$ cat config.mk
export PLATFORM = sky130hd
export DESIGN_NAME = grid_video_gen
export DESIGN_NICKNAME = d
export VERILOG_FILES = /design/src/rtl/grid_video_gen.sv
export SDC_FILE = /design/constraint.sdc
export NUM_CORES = 2
export LEC_CHECK = 0
export CORE_AREA = 2 2 455 457
export DETAILED_ROUTE_END_ITERATION = 10
export DIE_AREA = 0 0 457 459
export PLACE_DENSITY = 0.64
export SETUP_SLACK_MARGIN = 0.15
export SYNTH_ARGS = -nofsm -noshare
export SYNTH_HDL_FRONTEND = slang
export SYNTH_SLANG_ARGS = --single-unit
export TNS_END_PERCENT = 5
$ cat constraint.sdc
create_clock -name clk -period 5.75 [get_ports clk]
set_clock_uncertainty 0.05 [all_clocks]
set_input_delay 1.4375 -clock clk [delete_from_list [all_inputs] [get_ports clk]]
set_output_delay 1.4375 -clock clk [all_outputs]
set_load 0.02 [all_outputs]
$ cat src/rtl/grid_video_gen.sv
// grid_video_gen: runtime-programmable raster timing that draws a GRID_W x GRID_H cell bitmap and a blinking cursor.
// Pipeline: counter state -> stage 0 decode -> stage 1 colour/pins (two clocks, all outputs aligned).
module grid_video_gen #(
  parameter int            TW          = 12,
  parameter int            GRID_W      = 40,
  parameter int            GRID_H      = 25,
  parameter int            CELL_LOG2   = 4,
  parameter int            BLINK_FR    = 30,
  parameter logic          SYNC_POL    = 1'b1,
  parameter logic [23:0]   C_ALIVE     = 24'hFFFFFF,
  parameter logic [23:0]   C_DEAD      = 24'h000000,
  parameter logic [23:0]   C_BG        = 24'h202020,
  parameter logic [23:0]   C_CURS      = 24'hFF0000,
  parameter logic [TW-1:0] RST_H_TOTAL = TW'(799),
  parameter logic [TW-1:0] RST_H_SYNC  = TW'(95),
  parameter logic [TW-1:0] RST_H_START = TW'(141),
  parameter logic [TW-1:0] RST_H_END   = TW'(781),
  parameter logic [TW-1:0] RST_V_TOTAL = TW'(524),
  parameter logic [TW-1:0] RST_V_SYNC  = TW'(1),
  parameter logic [TW-1:0] RST_V_START = TW'(34),
  parameter logic [TW-1:0] RST_V_END   = TW'(514)
) (
  input  logic                     clk,
  input  logic                     reset_n,
  input  logic [TW-1:0]            h_total,
  input  logic [TW-1:0]            h_sync,
  input  logic [TW-1:0]            h_start,
  input  logic [TW-1:0]            h_end,
  input  logic [TW-1:0]            v_total,
  input  logic [TW-1:0]            v_sync,
  input  logic [TW-1:0]            v_start,
  input  logic [TW-1:0]            v_end,
  input  logic                     timing_load,
  input  logic [GRID_W*GRID_H-1:0] vecteur_map,
  input  logic [TW-1:0]            cursor_x,
  input  logic [TW-1:0]            cursor_y,
  input  logic                     cursor_en,
  output logic                     vga_hs,
  output logic                     vga_vs,
  output logic                     vga_de,
  output logic [7:0]               vga_r,
  output logic [7:0]               vga_g,
  output logic [7:0]               vga_b,
  output logic                     frame_start,
  output logic                     timing_busy
);

  localparam int MAP_N = GRID_W * GRID_H;
  localparam int IW    = (MAP_N > 1) ? $clog2(MAP_N) : 1;
  localparam int BW    = (BLINK_FR > 1) ? $clog2(BLINK_FR) : 1;
  localparam logic [TW-1:0] GW_T       = TW'(GRID_W);
  localparam logic [TW-1:0] GH_T       = TW'(GRID_H);
  localparam logic [BW-1:0] BLINK_LAST = BW'(BLINK_FR - 1);

  typedef struct packed {
    logic [TW-1:0] ht, hs, hb, he, vt, vs, vb, ve;
  } timing_t;

  localparam timing_t TIMING_RST = {RST_H_TOTAL, RST_H_SYNC, RST_H_START, RST_H_END,
                                    RST_V_TOTAL, RST_V_SYNC, RST_V_START, RST_V_END};

  timing_t          act_r, pend_r, in_s;
  logic             busy_r;
  logic [TW-1:0]    h_cnt_r, v_cnt_r;
  logic [MAP_N-1:0] map_r;
  logic [BW-1:0]    blink_cnt_r;
  logic             phase_r;
  logic             wrap_s;

  logic [TW-1:0]        x_s, y_s, col_s, row_s;
  logic [IW-1:0]        idx_s;
  logic [CELL_LOG2-1:0] x_lo_s, y_lo_s;
  logic                 hs_s, vs_s, de_s, fs_s, in_grid_s, alive_s, edge_s, curs_s;

  logic        hs0_r, vs0_r, de0_r, fs0_r, curs0_r, grid0_r, alive0_r;
  logic [23:0] rgb_s;

  assign in_s   = {h_total, h_sync, h_start, h_end, v_total, v_sync, v_start, v_end};
  assign wrap_s = (h_cnt_r == act_r.ht) && (v_cnt_r == act_r.vt);
  assign timing_busy = busy_r;

  // Raster counters, shadow timing swap, map snapshot and blink phase; all frame-boundary work happens at wrap.
  always_ff @(posedge clk or negedge reset_n) begin
    if (!reset_n) begin
      h_cnt_r     <= {TW{1'b0}};
      v_cnt_r     <= {TW{1'b0}};
      act_r       <= TIMING_RST;
      pend_r      <= {($bits(timing_t)){1'b0}};
      busy_r      <= 1'b0;
      map_r       <= {MAP_N{1'b0}};
      blink_cnt_r <= {BW{1'b0}};
      phase_r     <= 1'b1;
    end else begin
      if (h_cnt_r == act_r.ht) begin
        h_cnt_r <= {TW{1'b0}};
        if (v_cnt_r == act_r.vt) v_cnt_r <= {TW{1'b0}};
        else                     v_cnt_r <= v_cnt_r + TW'(1);
      end else begin
        h_cnt_r <= h_cnt_r + TW'(1);
      end
      if (wrap_s && busy_r) act_r <= pend_r;
      // A load on the wrap cycle itself stays pending for the following frame.
      if (timing_load) begin
        pend_r <= in_s;
        busy_r <= 1'b1;
      end else if (wrap_s) begin
        busy_r <= 1'b0;
      end
      if (wrap_s) begin
        map_r <= vecteur_map;
        if (blink_cnt_r == BLINK_LAST) begin
          blink_cnt_r <= {BW{1'b0}};
          phase_r     <= ~phase_r;
        end else begin
          blink_cnt_r <= blink_cnt_r + BW'(1);
        end
      end
    end
  end

  // Stage 0 decode from the current counter state and active timing.
  always_comb begin
    hs_s      = (h_cnt_r <= act_r.hs);
    vs_s      = (v_cnt_r <= act_r.vs);
    de_s      = (h_cnt_r >= act_r.hb) && (h_cnt_r < act_r.he) &&
                (v_cnt_r >= act_r.vb) && (v_cnt_r < act_r.ve);
    fs_s      = (h_cnt_r == {TW{1'b0}}) && (v_cnt_r == {TW{1'b0}});
    x_s       = h_cnt_r - act_r.hb;
    y_s       = v_cnt_r - act_r.vb;
    col_s     = x_s >> CELL_LOG2;
    row_s     = y_s >> CELL_LOG2;
    x_lo_s    = x_s[CELL_LOG2-1:0];
    y_lo_s    = y_s[CELL_LOG2-1:0];
    in_grid_s = (col_s < GW_T) && (row_s < GH_T);
    idx_s     = IW'({{TW{1'b0}}, row_s} * (2*TW)'(GRID_W) + {{TW{1'b0}}, col_s});
    if (in_grid_s) alive_s = map_r[idx_s];
    else           alive_s = 1'b0;
    edge_s    = (x_lo_s == {CELL_LOG2{1'b0}}) || (&x_lo_s) ||
                (y_lo_s == {CELL_LOG2{1'b0}}) || (&y_lo_s);
    // in_grid_s already rejects an off-grid cursor position.
    curs_s    = cursor_en && phase_r && in_grid_s &&
                (col_s == cursor_x) && (row_s == cursor_y) && edge_s;
  end

  // Stage 0 pipeline registers.
  always_ff @(posedge clk or negedge reset_n) begin
    if (!reset_n) begin
      hs0_r    <= 1'b0;
      vs0_r    <= 1'b0;
      de0_r    <= 1'b0;
      fs0_r    <= 1'b0;
      curs0_r  <= 1'b0;
      grid0_r  <= 1'b0;
      alive0_r <= 1'b0;
    end else begin
      hs0_r    <= hs_s;
      vs0_r    <= vs_s;
      de0_r    <= de_s;
      fs0_r    <= fs_s;
      curs0_r  <= curs_s;
      grid0_r  <= in_grid_s;
      alive0_r <= alive_s;
    end
  end

  // Colour priority: blanking, cursor outline, grid cell, background.
  always_comb begin
    rgb_s = 24'h000000;
    if (!de0_r)        rgb_s = 24'h000000;
    else if (curs0_r)  rgb_s = C_CURS;
    else if (grid0_r)  rgb_s = alive0_r ? C_ALIVE : C_DEAD;
    else               rgb_s = C_BG;
  end

  // Stage 1 output pins with sync polarity applied.
  always_ff @(posedge clk or negedge reset_n) begin
    if (!reset_n) begin
      vga_hs      <= ~SYNC_POL;
      vga_vs      <= ~SYNC_POL;
      vga_de      <= 1'b0;
      vga_r       <= 8'h00;
      vga_g       <= 8'h00;
      vga_b       <= 8'h00;
      frame_start <= 1'b0;
    end else begin
      vga_hs      <= ~(hs0_r ^ SYNC_POL);
      vga_vs      <= ~(vs0_r ^ SYNC_POL);
      vga_de      <= de0_r;
      {vga_r, vga_g, vga_b} <= rgb_s;
      frame_start <= fs0_r;
    end
  end

endmodule
==> results list <==
* Count of input and output buffers: 1152
- Data on the critical path arrives at its endpoint at 6.08 ns.
- Post-detailed-route wirelength per cell: 28.0 µm
- Static timing analysis puts the maximum clock frequency at 186 MHz.
* Proportion of synthesized chip area in sequential cells: 48.8%
- Yosys warning count: 0
* Die Outline Area: 0.210 mm²
- Kind of critical path: reg -> reg
* Most common cell after layout, fill and taps aside: nand2_1
* Core box area: 0.206 mm²
* Overall die height: 459 µm
* GRT Util Overall: between 20 and 30%
- The most used flip-flop cell after synthesis is dfrtp_1.
- Worst-margin pin slew: 1.14 ns
* Hold Vio Cnt, Final: 0
* Min-Delay Path Class: reg -> reg
- Maximum clock insertion buffer count: 3
- Dividing the final minimum period by the clock period gives between 90 and 100%.
- Entering global routing, the biggest net connects between 200 and 250 pins.
- The via count of the first global-routing pass is 59900.
* CP Buf/Inv Count: 3
- Of the post-synthesis cell area, the dominant cell type holds 47.5%.
* Net total in the final layout: 9411
* Endpoints failing setup: 0
* Required time reported for the critical path endpoint: ~6.5 ns
* Number of violations reported at the end of detailed-routing iteration 0: 6343
- Post-Synthesis Cell Area: around 0.064 mm²
* Endpoint class of the critical path: flop
- Final weighted congestion in routability-driven placement: approximately 0.92
* Met1 Use GR: between 30% and 40%
* Top library cells by usage in the layout, fill and taps aside: 3254 x nand2_1, 1207 x dfrtp_1, 1150 x clkdlybuf4s50_1
- The signal on the critical path passes through ha_1, inv_1, fa_1, a211o_1, a21oi_2, o21ai_0, a21oi_2, xnor2_2, inv_1, fa_4, buf_6, nand2_1, nor2_1, a221oi_1, nand4_1, a41oi_1, a311o_1, o31ai_1, o311a_1.
- Clk sink count: 1238
- Summed over all instances, the cell type with the most area after synthesis is dfrtp_1.
- The initial antenna violation count came to between 100 and 150.
* Setup repair after global routing missed its margin: no
- The kind of cell with the highest combined delay along the critical path is compound AO/OA/AOI/OAI gates.
- Status: finished, final reports clean
- Wire length of the first global-routing pass: 437000 µm
* Detailed-route DRC error count: 0
- Delay of the slowest cell on the worst path: 0.82 ns
* CP Launch Type: flop
* Starting Density: 30.9%
* Antenna violation net count after detailed routing: 0
- Counting flops with an async set or reset pin after synthesis yields a share of 100%.
- After global routing, the most crowded layer is met2.
- TritonCTS clock tree: done
- In this run the clock root is driven by a clkbuf_16.
- For this run, the detailed router's first-pass iteration total came to 6.
- The initialized floorplan defines 167 standard-cell rows.
* Unique cell type count in the Yosys netlist: 84
- DR vias/cell: 5.47
- Avg Inst Size Synth: approximately 9 µm²
* Final worst path period need: about 5.4 ns
- The die is 457 µm wide.
* Max-Cap Viols: 0
* Fraction of final layout cells with drive strength greater than 1: 10.2%
- IO Count: around 1200
- The synthesized design contains 0 enable-type register cells.
- Final wirelength: between 300000 and 400000 µm
- Counting every instance in the synthesized netlist gives 7237.
- Across all layers, the routed design uses 60700 vias.
- After the flow finishes, the layout carries non-filler instances totaling 11100.
* Synthesized netlist net count: 8453
* Crit-path slowest cell: fa_4
* Met3 track demand over resource in global routing: 7.99%
* Number of H-tree levels: 4
* Insertion delay of the later-clocked pin in the worst-skew pair: 0.81 ns
- GRT Residual Overflow: 0
- Once placement completed, the tool counted placed cells totaling about 11000.
* Area growth from synthesis to layout: 32.0%
- Once detailed placement completed, the half-perimeter wirelength came to about 230000 µm.
- Clock-pin slew was measured on the worst setup and hold paths at approximately 0.07 ns.
- For this run, global-route usage on met2 was measured as 45.4%.
- Number of clock buffers inserted by TritonCTS: 150
* Count of state elements after synthesis: 1238
- By area the synthesized netlist is led by dfrtp_1 48%, nand2_1 19%, a221oi_1 6.3%.
- The count of final max-slew check failures was 0.
- Measured against its own limit, the worst slew margin works out to 23.5%.
- Top fanout value on the critical path: 21
- In this run, post-CTS hold repair placed 0 buffers.
[per-layer routing]
metal	wire (µm)	part of all wire, %
met3	26500	8.6
met2	142000	46
met5	804	0.26
met4	15400	5.0
met1	126000	41
[cell usage after synthesis, drive strengths merged (22+ instances only)]
library cell / count
a221oi: 458
xnor2: 51
a21o: 29
nor2: 218
clkbuf: 371
nand4: 34
a211oi: 38
buf: 183
nand3: 65
dfrtp: 1207
o21ai: 104
dfstp: 31
and3: 36
mux4: 86
mux2i: 66
nand2: 3260
ha: 88
inv: 96
o2111ai: 23
mux2: 195
xor2: 24
a21oi: 140
a221o: 33
nor3: 42
o211ai: 22
a22oi: 73
[cells by family (layout without fill, tap and decap cells)]
logic type               after synthesis  in the layout  synth area share [%]
buffers and inverters                651           1730                  4.37
AND/OR/NAND/NOR                     3732           3732                  23.0
adder cells (fa/ha/maj)               92             92                  1.86
other                                  0             68                     0
XOR/XNOR                              75             75                  1.03
flip-flops                          1238           1238                  48.8
AO/OA/AOI/OAI                       1102           1102                  13.4
multiplexers                         347            347                  7.55
[flip-flops by register name, summed over array words and instances (netlist names), 2 cells and up]
signal       count
v_cnt_r         12
map_r         1000
vga_r            2
act_r           96
pend_r          96
vga_b            2
blink_cnt_r      5
h_cnt_r         12
[area by class of cell]
class	count	area, µm²
fillers	20400	122000
flip-flops and latches	1238	31000
multi-input cells	5348	30200
repair buffers	1360	13600
clock buffers	202	4230
well taps	2704	3380
clock inverters	71	911
inverters	97	375
diodes	68	170
[per-stage QoR]
step | worst slack [ns] | hold slack, ns | area [µm²] | setup TNS (ns) | util, %
global route | 0.165 | 0.322 | 83800 | 0 | 40.8
global placement | -0.0660 | 0.292 | 78400 | -0.0660 | 38.1
floorplan | 0.488 | 0.281 | 63600 | 0 | -
detailed placement | -0.0800 | 0.294 | 78400 | -0.0800 | 38.1
finish | 0.377 | 0.308 | 83900 | 0 | 40.8
CTS | 0.165 | 0.309 | 83600 | 0 | 40.7
[final timing paths]
kind / slack, ns / start / cells after the start / endpoint
setup reg to reg: 0.38 / act_r[60] / 19 / alive0_r
hold / removal: 0.31 / fs0_r / 0 / frame_start
max in group asynchronous: 3.55 / reset_n / 2 / map_r[387]
min in group asynchronous: 0.56 / reset_n / 1 / vga_de
setup / recovery: 0.38 / act_r[60] / 19 / alive0_r
hold reg to reg: 0.31 / fs0_r / 0 / frame_start
[what timing repair did]
item	CTS	global route
buffers inserted	4	2
endpoints found under the setup margin	1	1
gates resized for setup	5	21
pin swaps	1	2
hold endpoints to repair	0	0
Power is not shown: default switching activity piles up to over one toggle a cycle in this logic, so the estimate is an artifact.
